<file path="src/rtl/spm_pkg.sv">
// ---------------------------------------------------------------------------
// spm_pkg
// Shared definitions for the signed serial-parallel multiplier controller:
//   - state_t     : controller FSM states (IDLE, MUL, FIX)
//   - SPM_N       : default operand width in bits
//   - SPM_P       : derived product width (2*SPM_N)
// ---------------------------------------------------------------------------
package spm_pkg;

    localparam int SPM_N = 8;
    localparam int SPM_P = 2 * SPM_N;

    typedef enum logic [1:0] {
        IDLE = 2'd0,
        MUL  = 2'd1,
        FIX  = 2'd2
    } state_t;

endpackage

</file>
<file path="src/rtl/spm_shift_add_core.sv">
// ---------------------------------------------------------------------------
// spm_shift_add_core
// Unsigned shift-add magnitude multiplier datapath. One multiplier bit is
// consumed per i_step cycle; after N steps o_acc holds i_mcand * multiplier.
//
// Ports:
//   clk       in   clock, rising edge
//   rst       in   synchronous active-high reset
//   i_load    in   clear accumulator and load the multiplier shift register
//   i_step    in   perform one conditional add + shift
//   i_mcand   in   N-bit unsigned multiplicand, held stable during steps
//   i_mplier  in   N-bit unsigned multiplier, captured on i_load
//   o_acc     out  2N-bit accumulator
// ---------------------------------------------------------------------------
module spm_shift_add_core
    import spm_pkg::*;
#(
    parameter int N = SPM_N
) (
    input  logic             clk,
    input  logic             rst,
    input  logic             i_load,
    input  logic             i_step,
    input  logic [N-1:0]     i_mcand,
    input  logic [N-1:0]     i_mplier,
    output logic [2*N-1:0]   o_acc
);

    logic [2*N-1:0] r_acc;
    logic [N-1:0]   r_mplier;
    logic [N:0]     w_sum;

    // Upper half plus the (possibly gated) multiplicand; the extra bit keeps
    // the carry-out, which becomes the new MSB after the right shift.
    assign w_sum = {1'b0, r_acc[2*N-1:N]} + (r_mplier[0] ? {1'b0, i_mcand} : '0);

    always_ff @(posedge clk) begin
        if (rst) begin
            r_acc    <= '0;
            r_mplier <= '0;
        end else if (i_load) begin
            r_acc    <= '0;
            r_mplier <= i_mplier;
        end else if (i_step) begin
            r_acc    <= {w_sum, r_acc[N-1:1]};
            r_mplier <= r_mplier >> 1;
        end
    end

    assign o_acc = r_acc;

endmodule

</file>
<file path="src/rtl/spm_signed_ctrl.sv">
// ---------------------------------------------------------------------------
// spm_signed_ctrl
// Sequencing controller for a signed NxN serial-parallel multiplier. Converts
// operands to sign/magnitude, runs N shift-add cycles in spm_shift_add_core,
// then negates the magnitude product in a single FIX cycle when signs differ.
//
// Handshake: start is a request sampled only in IDLE (ignored while busy).
// Acceptance is implied by busy rising on the next cycle. done is a one-cycle
// registered pulse; product is valid from that cycle and holds until the next
// done. A start held high through the done cycle begins the next operation.
//
// Ports:
//   clk           in   clock, rising edge
//   rst           in   synchronous active-high reset
//   start         in   operation request
//   multiplicand  in   N-bit signed operand A
//   multiplier    in   N-bit signed operand B
//   sgn_mode      in   (only with SPM_UNSIGNED_MODE_EN) 1=signed, 0=unsigned
//   busy          out  high while not IDLE
//   done          out  one-cycle completion pulse
//   product       out  2N-bit result
//   o_dbg_state   out  current FSM state (debug visibility)
//
// Build option: define SPM_UNSIGNED_MODE_EN to add the sgn_mode input.
// ---------------------------------------------------------------------------
module spm_signed_ctrl
    import spm_pkg::*;
#(
    parameter int N = SPM_N
) (
    input  logic             clk,
    input  logic             rst,
    input  logic             start,
    input  logic [N-1:0]     multiplicand,
    input  logic [N-1:0]     multiplier,
`ifdef SPM_UNSIGNED_MODE_EN
    input  logic             sgn_mode,
`endif
    output logic             busy,
    output logic             done,
    output logic [2*N-1:0]   product,
    output state_t           o_dbg_state
);

    localparam int CNT_W = (N > 1) ? $clog2(N) : 1;

    state_t           r_state;
    logic [CNT_W-1:0] r_cnt;
    logic             r_sign;
    logic [N-1:0]     r_mag_a;
    logic             r_busy;
    logic             r_done;
    logic [2*N-1:0]   r_product;

    logic             w_signed;
    logic             w_accept;
    logic             w_step;
    logic [N-1:0]     w_mag_a;
    logic [N-1:0]     w_mag_b;
    logic [2*N-1:0]   w_acc;
    logic [2*N-1:0]   w_neg;

`ifdef SPM_UNSIGNED_MODE_EN
    assign w_signed = sgn_mode;
`else
    assign w_signed = 1'b1;
`endif

    assign w_accept = (r_state == IDLE) && start;
    assign w_step   = (r_state == MUL);

    // Magnitude of the most negative value wraps to 2^(N-1), which is exactly
    // right when read as unsigned.
    assign w_mag_a = (w_signed && multiplicand[N-1]) ? (~multiplicand + N'(1)) : multiplicand;
    assign w_mag_b = (w_signed && multiplier[N-1])   ? (~multiplier + N'(1))   : multiplier;

    assign w_neg = ~w_acc + (2*N)'(1);

    spm_shift_add_core #(
        .N (N)
    ) u_core (
        .clk      (clk),
        .rst      (rst),
        .i_load   (w_accept),
        .i_step   (w_step),
        .i_mcand  (r_mag_a),
        .i_mplier (w_mag_b),
        .o_acc    (w_acc)
    );

    always_ff @(posedge clk) begin
        if (rst) begin
            r_state   <= IDLE;
            r_cnt     <= '0;
            r_sign    <= 1'b0;
            r_mag_a   <= '0;
            r_busy    <= 1'b0;
            r_done    <= 1'b0;
            r_product <= '0;
        end else begin
            r_done <= 1'b0;
            case (r_state)
                IDLE: begin
                    if (start) begin
                        r_sign  <= w_signed & (multiplicand[N-1] ^ multiplier[N-1]);
                        r_mag_a <= w_mag_a;
                        r_cnt   <= '0;
                        r_busy  <= 1'b1;
                        r_state <= MUL;
                    end
                end
                MUL: begin
                    r_cnt <= r_cnt + CNT_W'(1);
                    if (r_cnt == CNT_W'(N - 1)) begin
                        r_state <= FIX;
                    end
                end
                FIX: begin
                    // A zero magnitude negates back to zero, so no special case.
                    r_product <= r_sign ? w_neg : w_acc;
                    r_done    <= 1'b1;
                    r_busy    <= 1'b0;
                    r_state   <= IDLE;
                end
                default: begin
                    r_state <= IDLE;
                    r_busy  <= 1'b0;
                end
            endcase
        end
    end

    assign busy        = r_busy;
    assign done        = r_done;
    assign product     = r_product;
    assign o_dbg_state = r_state;

endmodule

</file>
<file path="config.mk">
export PLATFORM = sky130hd
export DESIGN_NAME = spm_signed_ctrl
export DESIGN_NICKNAME = d
export VERILOG_FILES = /design/src/rtl/spm_pkg.sv /design/src/rtl/spm_shift_add_core.sv /design/src/rtl/spm_signed_ctrl.sv
export SDC_FILE = /design/constraint.sdc
export NUM_CORES = 1
export LEC_CHECK = 0
export CORE_UTILIZATION = 45
export CTS_CLUSTER_SIZE = 8
export DETAILED_ROUTE_END_ITERATION = 7
export PLACE_DENSITY = 0.67
export SLEW_MARGIN = 20
export SYNTH_ARGS = -nofsm -noshare
export SYNTH_HDL_FRONTEND = slang
export SYNTH_SLANG_ARGS = --single-unit
</file>
<file path="constraint.sdc">
create_clock -name clk -period 2.25 [get_ports clk]
set_input_delay 0.225 -clock clk [delete_from_list [all_inputs] [get_ports clk]]
set_output_delay 0.225 -clock clk [all_outputs]
set_load 0.005 [all_outputs]
</file>
==> metrics.cfg, run 1 <==
[power_and_ir_drop]
intPower_mw = 1.47
power.share.clock = 0.331
p_leak_nw = 1.40
power_density_mw_per_mm2 = 537
combPwrFrac = 0.132
ir_drop_mv = 0.241
power_switching_mw = 0.486
swShare = 0.248
seq_power_share = 0.536

[final_layout]
nFillCells = 634
layout-drive-gt1-share = 0.0721
antenna_cells = 0
final_nets = 434
area_growth_pct = 18.6
utilization = 0.564

[detailed_routing]
antenna_left = 0
vias = 2675
drc = 0
wl_mm = 6.56
first_pass_iters = 6
drt-initial-drc-count = 160
routed_via_density = 5.58
wire_per_inst_um = 13.7

[worst_hold_path]
min_path_type = reg2reg
min_from = product[0]
worstHoldPathCells = 2

[global_routing]
grt_pass1_vias = 2436
antenna_found_initial = 0
grt_pass1_wl_mm = 11.2
grt_overflow = 0
grt_max_degree = 41
track_usage = 0.193

[synth]
synthesis.nets = 403
syn_avg_cell_area_sq_um = 8.31
synth-main-ff-cell = dfxtp_1
yosysTopAreaCellShare = 0.365
yosys-top-cells-area = dfxtp_1, a21oi_1, ha_1
yosysSeqAreaShare = 0.365
synth_seq_cells = 56
synth_cell_type_count = 51
yosys.area.top_type = dfxtp_1
syn-cell-area_sq_mm = 0.00307
synthCells = 370
async_flop_share = 0
synth_enable_flop_cells = 0
synth_warnings = 0

[placement]
dpl_worst_slack_ns = 0.134
post-dp-hpwl_mm = 4.79
io_buffers = 38
gp_congestion = 0.834

[sta]
slew_headroom = 0.585
period_share = 0.937
worstMarginPinSlew_ns = 0.621
finalHoldViolations = 0
period_needed_ns = 2.11
fmax_mhz = 474
fin_ws_ns = 0.141
tns_ns = 0
rsz0062_at_grt = no
finalSetupViolations = 0
finClkSkew_ns = 0.0106
drv_slew = 0

[clocking]
clock_sinks = 56
numCtsBuffers = 5
cts_tree = yes
postCtsSetupRepairBufs = 0
clock_path_buffers = 2
cts-root-buf = clkbuf_8
insertion_delay_ns = 0.31
cts.repair.resized = 0
h-tree-depth = 2
holdBufCountCts = 0
cts.clk_slew.worst_paths_ns = 0.10

[setup_path]
path_delay_family = compound AO/OA/AOI/OAI gates
cpMaxStageDelayCell = fa_1
worst-path-stages = 7
cp.required_ns = 2.50
crit_fanout = 4
path_buf_inv = 0
slowest_delay_ns = 0.42
cp_cell_sequence = and2_1 -> ha_1 -> fa_1 -> a211oi_1 -> o21bai_1 -> a2111o_1 -> nand3_1
critPathLaunchType = register
reg2regPathDepth = 7
r2r-start = u_core.r_mplier[0]
rrSetupSlack_ns = 0.14
worstSetupPathType = reg2reg
crit_start = u_core.r_mplier[0]
worst_ep_arrival_time_ns = 2.36
endpoint_kind = register

[floorplan]
fp-row-count = 29
die_area_sq_mm = 0.00716
initial_core_util = 0.476
boundaryPins = 39
core_sq_mm = 0.00646
die_y_um = 84.6
dieWidth_um = 84.6

[run_status]
status = complete, no violations

[run]
maxCapViolations = 0

## logic make-up after synthesis
logic type               count (synthesis)  share of synthesized area
AND/OR/NAND/NOR                        134                      0.226
AO/OA/AOI/OAI                          106                      0.234
flip-flops                              56                      0.365
buffers and inverters                   37                     0.0485
XOR/XNOR                                20                     0.0570
adder cells (fa/ha/maj)                 14                     0.0594
multiplexers                             3                    0.00977
## cell usage in the layout (no fill, tap or decap), drive strengths merged, types with 2 or more instances in the layout
master          n
and3            5
mux2i           3
a22oi           5
xor2           11
or4             7
clkbuf          6
xnor2           9
nor3b           2
nor2b           5
and2            9
o41ai           6
or3b            3
nand2b          6
or3             3
nand4           3
buf            12
nand2          36
a211oi         18
or2             2
inv            11
a21boi          3
o22ai           5
clkdlybuf4s50  38
nand3          15
ha             13
a211o           2
dfxtp          56
nor4b           2
nor4            6
nor2           27
a21oi          34
o31ai           7
a311o           2
o21ai          16
## sequential cells by signal (all words and copies together) (netlist names)
signal           flops
done                 1
product             16
r_sign               1
r_mag_a              8
o_dbg_state          2
u_core.r_mplier      8
u_core.o_acc        16
busy                 1
r_cnt                3
## worst min-delay path: cells and delay by family (launching register included)
| kind | cells | cell delay (ns) |
|---|---|---|
| DFF | 1 | 0.32 |
| and+or+nand+nor | 1 | 0.05 |
| AOI/OAI and AO/OA | 1 | 0.05 |
## layer usage
metal  global-route usage  part of all wire  up-vias
met2                0.338              0.47       55
met4               0.0632             0.018        0
met1                0.243              0.49     1205
li1                     -                 -     1404
met3               0.0295             0.025       11
met5                    0                 0        -
## cells in the mapped netlist, drive strengths merged (3+ instances only)
| library cell | count |
|---|---|
| or3 | 3 |
| buf | 5 |
| nand4 | 3 |
| and2 | 9 |
| nor2 | 27 |
| a21oi | 34 |
| nand2b | 6 |
| xor2 | 11 |
| a211oi | 18 |
| nand2 | 36 |
| or3b | 3 |
| ha | 13 |
| clkbuf | 21 |
| o22ai | 5 |
| a22oi | 5 |
| nand3 | 15 |
| o21ai | 16 |
| o31ai | 7 |
| nor2b | 5 |
| and3 | 5 |
| xnor2 | 9 |
| nor4 | 6 |
| mux2i | 3 |
| dfxtp | 56 |
| o41ai | 6 |
| inv | 11 |
| or4 | 7 |
| a21boi | 3 |
## layout make-up
cell class | instances | area (sq um) | share of cell area
Clock buffer | 6 | 72.6 | 0.0199
Clock inverter | 2 | 35.0 | 0.00961
Inverter | 11 | 41.3 | 0.0113
Multi-Input combinational cell | 277 | 1810 | 0.496
Sequential cell | 56 | 1120 | 0.308
Tap cell | 77 | 96.3 | 0.0264
Timing Repair Buffer | 50 | 470 | 0.129
## per-stage QoR
step,hold slack (ns),cell area (sq um),cells,total power [mW]
2_1_floorplan,0.361,3070,370,1.23
3_3_place_gp,0.440,3540,471,1.33
3_5_place_dp,0.445,3540,471,1.33
4_1_cts,0.458,3640,479,1.98
5_1_grt,0.488,3640,479,2.05
6_report,0.455,3640,479,1.96
## power by group through the flow
stage	Sequential [mW]	Combinational (mW)	Clock, mW
after floorplan	1.06	0.169	0
after global placement	1.07	0.258	0
after detailed placement	1.07	0.260	0
after CTS	1.05	0.261	0.670
after global routing	1.05	0.291	0.707
final	1.05	0.259	0.648
## final timing paths
kind	endpoint
hold / removal	product[0]
hold reg to reg	product[0]
setup / recovery	u_core.o_acc[13]
setup reg to reg	u_core.o_acc[13]
(Power assumes the default switching activity.)
==> run 2, diff against run 1 <==
--- a/config.mk
+++ b/config.mk
@@ -5,10 +5,12 @@
 export SDC_FILE = /design/constraint.sdc
 export NUM_CORES = 1
 export LEC_CHECK = 0
-export CORE_UTILIZATION = 45
+export ABC_CLOCK_PERIOD_IN_PS = 2250
+export CAP_MARGIN = 25
+export CORE_UTILIZATION = 55
 export CTS_CLUSTER_SIZE = 8
 export DETAILED_ROUTE_END_ITERATION = 7
-export PLACE_DENSITY = 0.67
+export PLACE_DENSITY = 0.79
 export SLEW_MARGIN = 20
 export SYNTH_ARGS = -nofsm -noshare
 export SYNTH_HDL_FRONTEND = slang
==> metrics.cfg, run 2 (synthesis gave the netlist of run 1 again) <==
[detailed_routing]
top_layer = met4
first_pass_iters = 5  ; -1
met3WireLength_um = 333  ; +100%
vias = 2765  ; +3.4%
antenna_left = 0  ; unchanged
wl_met2_mm = 3.37  ; +9.7%
drt-met1-wl_mm = 2.94  ; -8.3%
drt-initial-drc-count = 158  ; -1.3%
routed_via_density = 5.90  ; +5.6%
wl_mm = 6.69  ; +2.0%
wire_per_inst_um = 14.3  ; +4.2%
drc = 0  ; unchanged

[clocking]
clock_sinks = 56  ; unchanged
postCtsSetupRepairBufs = 0  ; unchanged
cts-root-buf = clkbuf_8
h-tree-depth = 2  ; unchanged
cts.clk_slew.worst_paths_ns = 0.10  ; about the same
cts_tree = yes
numCtsBuffers = 5  ; unchanged
clock_path_buffers = 2  ; unchanged
holdBufCountCts = 0  ; unchanged
insertion_delay_ns = 0.31  ; about the same

[final_layout]
antenna_cells = 0  ; unchanged
layout_common_cells = dfxtp_1, clkdlybuf4s50_1, nand2_1
nFillCells = 438  ; -31%
final_nets = 431  ; -0.69%
mostFrequentLayoutCell = dfxtp_1
layout-drive-gt1-share = 0.0702  ; -0.00196
area_growth_pct = 18.4

[floorplan]
die_y_um = 76.7  ; -9.3%
dieWidth_um = 76.7  ; -9.3%
initial_core_util = 0.587  ; +0.111
core_sq_mm = 0.00524  ; -19%
die_area_sq_mm = 0.00589  ; -18%
fp-row-count = 26  ; -10%
boundaryPins = 39  ; unchanged

[power_and_ir_drop]
intPower_mw = 1.53  ; +4.0%
power_switching_mw = 0.480  ; -1.1%
swShare = 0.239  ; -0.00940
power.share.clock = 0.350  ; +0.019
combPwrFrac = 0.126  ; -0.006
seq_power_share = 0.524  ; -0.012
power_density_mw_per_mm2 = 553  ; +3.0%
total_power_mw = 2.01  ; +2.8%
ir_drop_mv = 0.282  ; +17%
p_leak_nw = 1.39  ; -0.33%

[setup_path]
worstSetupPathType = reg2reg
endpoint_kind = register
cp.required_ns = 2.50  ; about the same
rrSetupSlack_ns = 0.11  ; -0.03 ns
worst_ep_arrival_time_ns = 2.39  ; +0.03 ns
crit_fanout = 9  ; +5
critPathLaunchType = register

[global_routing]
grt_max_degree = 41  ; unchanged
antenna_found_initial = 0  ; unchanged
grt_overflow = 0  ; unchanged
grt_pass1_vias = 2417  ; -0.78%
grt_pass1_wl_mm = 11.3  ; +1.1%
track_usage = 0.235  ; +0.0417

[placement]
io_buffers = 38  ; unchanged
gp_congestion = 0.866  ; +3.8%
post-dp-hpwl_mm = 4.81  ; +0.34%

[sta]
rsz0062_at_grt = no
slew_headroom = 0.542  ; -0.0437
finalSetupViolations = 0  ; unchanged
finalHoldViolations = 0  ; unchanged
fmax_mhz = 468  ; -1.4%
tns_ns = 0  ; unchanged
finClkSkew_ns = 0.00828  ; -0.00228 ns
worstMarginPinSlew_ns = 0.686  ; +0.0659 ns
period_needed_ns = 2.14  ; +0.0296 ns
period_share = 0.951  ; +0.0132
drv_slew = 0  ; unchanged

[worst_hold_path]
min_path_type = reg2reg

[run]
maxCapViolations = 0  ; unchanged

[run_status]
status = complete, no violations

## run 2: cell count changes in the layout (fill, tap and decap cells not counted), sizes merged
cell,before,now
clkbuf,6,7
buf,12,9
clkinv,1,0
## run 2: power groups by stage
stage / Sequential (mW) / Combinational (mW) / Clock, mW
6_report: 1.05 / 0.253 / 0.705
5_1_grt: 1.06 / 0.283 / 0.772
4_1_cts: 1.05 / 0.253 / 0.719
3_5_place_dp: 1.08 / 0.251 / 0
3_3_place_gp: 1.08 / 0.246 / 0
2_1_floorplan: 1.06 / 0.169 / 0
## run 2: area by class of cell
class	count	area, sq um	area share
Clock buffer	7	96.3	0.0265
Clock inverter	1	30.0	0.00826
Inverter	11	41.3	0.0114
Multi-Input combinational cell	277	1810	0.498
Sequential cell	56	1120	0.308
Tap cell	70	87.6	0.0241
Timing Repair Buffer	47	448	0.123
## run 2: per-layer routing
layer  vias to the layer above  GRT usage
met5                         -          0
met4                         0     0.0673
li1                       1407          -
met1                      1249      0.287
met3                         5     0.0345
met2                       104      0.422
## run 2: metrics by stage
step | setup slack [ns] | area (sq um) | util | hold slack (ns) | std cells
global route | 0.0206 | 3640 | 0.694 | 0.488 | 469
floorplan | 0.229 | 3070 | - | 0.361 | 370
CTS | 0.0168 | 3630 | 0.694 | 0.457 | 469
global placement | 0.150 | 3510 | 0.669 | 0.441 | 461
detailed placement | 0.0549 | 3510 | 0.669 | 0.445 | 461
finish | 0.111 | 3640 | 0.694 | 0.455 | 469
## run 2: timing repair
action                                 4_1_cts  5_1_grt
setup endpoints to repair                    0        1
gates resized for setup                      0        1
endpoints found under the hold margin        0        0
## run 2: final timing paths
| check | end | cells after the start | from |
|---|---|---|---|
| min | r_mag_a[0] | 2 | r_mag_a[0] |
| max | u_core.o_acc[13] | 7 | u_core.r_mplier[0] |
| min reg2reg | r_mag_a[0] | 2 | r_mag_a[0] |
| max reg2reg | u_core.o_acc[13] | 7 | u_core.r_mplier[0] |
## run 2: worst max-delay path: stages (launching register included)
cell and delay [ns]:
dfxtp_1 0.37, and2_1 0.16, ha_1 0.21, fa_1 0.44, a211oi_2 0.25, o21bai_1 0.15
a2111o_1 0.43, nand3_1 0.07
==> patch 1: new RTL, flow settings as in run 1 <==
Add a define of `SPM_UNSIGNED_MODE_EN`.
--- a/src/rtl/spm_signed_ctrl.sv
+++ b/src/rtl/spm_signed_ctrl.sv
@@ -23,6 +23,8 @@
 //
 // Build option: define SPM_UNSIGNED_MODE_EN to add the sgn_mode input.
 // ---------------------------------------------------------------------------
+`define SPM_UNSIGNED_MODE_EN
+
 module spm_signed_ctrl
     import spm_pkg::*;
 #(
Interface: changed (added sgn_mode); port bits go from 39 to 40. No check against the original RTL was run, so the function may have changed too.
==> patch 1 against run 1 <==
- setup slack improved by 61 ps
- area after synthesis decreased by 0.41%
- clock skew is 2.4 ps lower
- non-clock buffer count down 1
- die area fell by 0.40%
- first-iteration DRC count shrank 29%
- power shrank 2.6%
- critical path depth unchanged
- count of clock-buffer cells in the layout unchanged
- largest cell class unchanged
- final area increased by 0.21%
- the run now ends with design-rule violations left
- sequential cell count unchanged
- maximum frequency is 3.0% higher
- wire length grew 2.0%
==> patch 1: results (changes against run 1) <==
[grt]
track_usage_pct=19.9  ; +0.57 points
grt_max_degree=27  ; -34%
first_global_vias=2416  ; -0.82%
grt_pass1_wl_um=11400  ; +1.5%

[logic_synthesis]
yosysUniqueCellTypes=56  ; +9.8%
synth_common_cells=dfxtp_1, nor2_1, nand2_1
synth_xor_xnor_area_share_pct=6.01  ; +0.31 points
synthMuxAreaShare_pct=1.02  ; +0.045 points
ys_seq_area_share_pct=36.6  ; +0.15 points
synth_fp_nets=398  ; -1.2%
synth_fa_ha_area_share_pct=5.97  ; +0.024 points
synth_compound_gate_area_share_pct=24.9  ; +1.4 points

[timing]
relSlewSlack_pct=51.1  ; -7.4 points
skew_ps=8.17  ; -2.39 ps

[critical_path]
worst_path_largest_cell_delay_ps=440  ; +20 ps
crit_arrival_ps=2300  ; -60 ps
path_max_fanout=3  ; -1

[finish]
layout-drive-gt1-share_pct=7.23  ; +0.018 points
fillers=628  ; -0.95%

[routing]
drcViolationCount=4  ; +4
via_per_inst=5.66  ; +1.4%
wl_um=6680  ; +2.0%
first_iter_violations=114  ; -29%

[outcome]
violations=design-rule violations
status=complete, but fails checks

[placement]
dp_hpwl_um=5100  ; +6.3%
gp_congestion=0.875  ; +4.9%
port_buffers=39  ; +2.6%

[pwr]
peakVddDrop_mv=0.326  ; +35%
p_leak_nw=1.39  ; -0.66%

[clocking]
postCtsSetupRepairBufs=0  ; unchanged

-- patch 1: cell types whose count changed after synthesis, moves of 4 or more --
cell	before	now
nor2_1	27	41
a21oi_1	34	25
nand3_1	15	8
nor3_1	0	7
o21ai_1	1	7
a31oi_1	1	6
nor4_1	6	1
and3_1	5	1
clkbuf_1	21	17
o21ai_0	15	11
o22ai_1	5	1
-- patch 1: final timing paths --
kind                       from               end  slack [ps]  cells after the start
min                  r_mag_a[0]        r_mag_a[0]         460                      2
max          u_core.r_mplier[0]  u_core.o_acc[13]         200                      7
min reg2reg          r_mag_a[0]        r_mag_a[0]         460                      2
max reg2reg  u_core.r_mplier[0]  u_core.o_acc[13]         200                      7
-- patch 1: layout make-up --
| class | instances | area share [%] |
|---|---|---|
| Clock inverter | 2 | 0.377 |
| Tap cell | 77 | 2.64 |
| Multi-Input combinational cell | 278 | 49.9 |
| Sequential cell | 56 | 30.7 |
| Timing Repair Buffer | 49 | 13.1 |
| Clock buffer | 6 | 2.26 |
| Inverter | 10 | 1.03 |
-- patch 1: worst register-to-register path: stages, from the launching register on --
cell and delay (ps):
dfxtp_1 310, and2_1 150, ha_1 220, fa_1 440
a211oi_2 270, o21bai_1 130, a2111o_1 410, nand3_1 60
-- patch 1: what timing repair did --
| item | CTS | global route |
|---|---|---|
| hold endpoints to repair | 0 | 0 |
| setup endpoints to repair | 0 | 1 |
| gates resized for setup | 0 | 1 |
| hold buffers | 0 | 0 |
-- patch 1: cells by family (layout without fill, tap and decap cells) --
| logic type | count (synthesis) | count (layout) |
|---|---|---|
| buffers and inverters | 30 | 67 |
| DFF | 56 | 56 |
| adders and majority gates | 14 | 14 |
| and+or+nand+nor | 134 | 134 |
| muxes | 3 | 3 |
| AOI/OAI and AO/OA | 106 | 106 |
| xor gates and xnor gates | 21 | 21 |
-- patch 1: metrics by stage --
stage	instances	worst slack (ps)	instance area, um2	util (%)	power (W)
final	478	202	3650	56.5	0.00191
after global routing	478	35.2	3650	56.5	0.00201
after CTS	478	132	3650	56.5	0.00192
after detailed placement	470	156	3550	55.0	0.00135
after global placement	470	190	3550	55.0	0.00134
after floorplan	364	184	3060	-	0.00124
-- patch 1: per-layer routing --
metal	track usage (%)	up-vias	part of all wire, %
met3	3.83	9	4.2
met2	34.4	58	48
li1	-	1402	-
met1	24.9	1238	46
met4	6.78	0	1.7
met5	0	-	0
-- patch 1: report_power, final --
part	switching, W	internal [W]	total [W]
sequential	0.0000267	0.00102	0.00105
combinational	0.000151	0.000124	0.000275
clock	0.000329	0.000253	0.000582
total	0.000507	0.00140	0.00191
==> patch 2: new RTL, settings of run 1 <==
Made on the original files. Reset style: asynchronous (`rst`), changed in 2 clocked blocks. Comments in the files are not updated.
--- a/src/rtl/spm_shift_add_core.sv
+++ b/src/rtl/spm_shift_add_core.sv
@@ -34,7 +34,7 @@
     // the carry-out, which becomes the new MSB after the right shift.
     assign w_sum = {1'b0, r_acc[2*N-1:N]} + (r_mplier[0] ? {1'b0, i_mcand} : '0);
 
-    always_ff @(posedge clk) begin
+    always_ff @(posedge clk or posedge rst) begin
         if (rst) begin
             r_acc    <= '0;
             r_mplier <= '0;
--- a/src/rtl/spm_signed_ctrl.sv
+++ b/src/rtl/spm_signed_ctrl.sv
@@ -88,7 +88,7 @@
         .o_acc    (w_acc)
     );
 
-    always_ff @(posedge clk) begin
+    always_ff @(posedge clk or posedge rst) begin
         if (rst) begin
             r_state   <= IDLE;
             r_cnt     <= '0;
Formal check against the unedited RTL: differs if rst is asserted again (counterexample within 4 cycles, from zero or initial values and one cycle with rst high); with rst held inactive, the same outputs for 10 cycles.
==> patch 2 against run 1 <==
- die area fell by 3.1%
- setup slack improved by 24 ps
- first-iteration DRC count down 47%
- area after synthesis is 3.2% lower
- critical endpoint is now product[15]
- sequential cell count is the same
- wire length decreased by 16%
- final area fell by 1.5%
Power is not compared: it rests on default switching activity, and its combinational part moved more than twofold at a synthesized area within 25%.
==> patch 2: results (changes against run 1) <==
[pwr]
peakVddDrop_mv=0.567

[grt]
grt_max_degree=57  ; +39%
grt_pass1_wl_um=10100  ; -10%
grtUsageMet3_pct=3.28  ; +0.33 points
track_usage_pct=17.9  ; -1.4 points
grt_antenna_before_repair=0  ; unchanged
grt_use_met1_pct=21.5  ; -2.9 points
grt_util_met2_pct=32.0  ; -1.8 points

[clocking]
postCtsSetupRepairBufs=0  ; unchanged
clk_latency_ps=310  ; about the same
root_buffer=clkbuf_8
clk_pin_slew_ps=100  ; about the same
cts_buffers=5  ; unchanged

[finish]
seqCellArea_um2=1400  ; +25%
nets=387  ; -11%
fillers=581  ; -8.4%
layout-drive-gt1-share_pct=5.92  ; -1.3 points

[routing]
wl_um=5510  ; -16%
firstDrtPassIters=4  ; -2
dr_total_vias=2256  ; -16%
via_per_inst=5.22  ; -6.5%
first_iter_violations=85  ; -47%

[critical_path]
crit_arrival_ps=2280  ; -80 ps
path_delay_family=simple AND/OR/NAND/NOR gates
cp-startpoint=u_core.o_acc[9]
reg2reg_to=product[15]
path_max_fanout=6  ; +2
r2r_cells=5  ; -2
cpMaxStageDelayCell=or4_1
worst_path_largest_cell_delay_ps=570  ; +150 ps

[logic_synthesis]
synth_fp_nets=345  ; -14%
yosysUniqueCellTypes=37  ; -27%
synth_compound_gate_area_share_pct=20.3  ; -3.1 points
synthTopCellsByArea=dfrtp_1, o21ai_0, nand2_1
synth_xor_xnor_area_share_pct=8.54  ; +2.8 points
syn_avg_cell_area_um2=9.53  ; +15%
synthMuxAreaShare_pct=0.673  ; -0.30 points
async_flop_share_pct=100  ; +100 points
ys_seq_area_share_pct=47.1  ; +11 points
synth_fa_ha_area_share_pct=6.14  ; +0.20 points
synth_common_cells=dfrtp_1, nand2_1, o21ai_0

[placement]
pre_cts_ws_ps=108  ; -26.1 ps
port_buffers=38  ; unchanged
gp_congestion=0.801  ; -4.0%
place_area_um2=3490  ; -1.5%
dp_hpwl_um=4150  ; -13%
dp_cells=424  ; -10%

[timing]
skew_ps=6.07  ; -4.50 ps
max_clock_freq_mhz=480  ; +1.2%
fin_hold_ws_ps=273  ; -182 ps
relSlewSlack_pct=65.5  ; +6.9 points

[worst_hold_path]
hold_path_class=in2async

[outcome]
status=finished, final reports clean

patch 2: cell count changes in the layout (fill, tap and decap cells not counted), moves of 10 or more:
| cell | change |
|---|---|
| a21oi_1 | -31 |
| o21ai_0 | +37 |
| dfrtp_1 | +56 |
| a22o_1 | +10 |
| dfxtp_1 | -56 |
| xor2_1 | +10 |
| nand3_1 | -13 |
| nor2_1 | -21 |
| a211oi_1 | -15 |
| nand2_1 | +17 |
patch 2: report_power, final:
part | internal, W | switching (W) | total [W]
clock network | 0.000250 | 0.000335 | 0.000585
registers | 0.00137 | 0.000344 | 0.00171
logic | 0.000886 | 0.000857 | 0.00174
total | 0.00250 | 0.00154 | 0.00404
patch 2: what timing repair did:
| action | 4_1_cts | 5_1_grt |
|---|---|---|
| setup endpoints to repair | 0 | 2 |
| resized for setup | 0 | 1 |
| hold buffers | 0 | 0 |
patch 2: how the worst max path moves through the flow:
stage | endpoint | depth (start not counted)
6_report | product[15] | 5
5_1_grt | product[14] | 5
4_1_cts | u_core.o_acc[13] | 8
3_5_place_dp | u_core.o_acc[13] | 8
3_3_place_gp | u_core.o_acc[13] | 8
2_1_floorplan | u_core.o_acc[15] | 8
patch 2: layout make-up:
cell class | count | share of cell area [%]
Sequential cell | 56 | 39.1
Clock buffer | 6 | 2.30
Tap cell | 77 | 2.68
Inverter | 12 | 1.26
Multi-Input combinational cell | 232 | 41.5
Timing Repair Buffer | 47 | 12.8
Clock inverter | 2 | 0.418
patch 2: worst min-delay path, cell delays in order:
cell and delay [ps]:
clkdlybuf4s50_1 410, inv_2 70, buf_12 270
patch 2: per-layer routing:
layer | up-vias | wire (um) | part of all wire (%)
met3 | 8 | 162 | 2.9
met1 | 1037 | 2600 | 47
li1 | 1167 | - | -
met4 | 0 | 87 | 1.6
met2 | 44 | 2660 | 48
met5 | - | 0 | 0
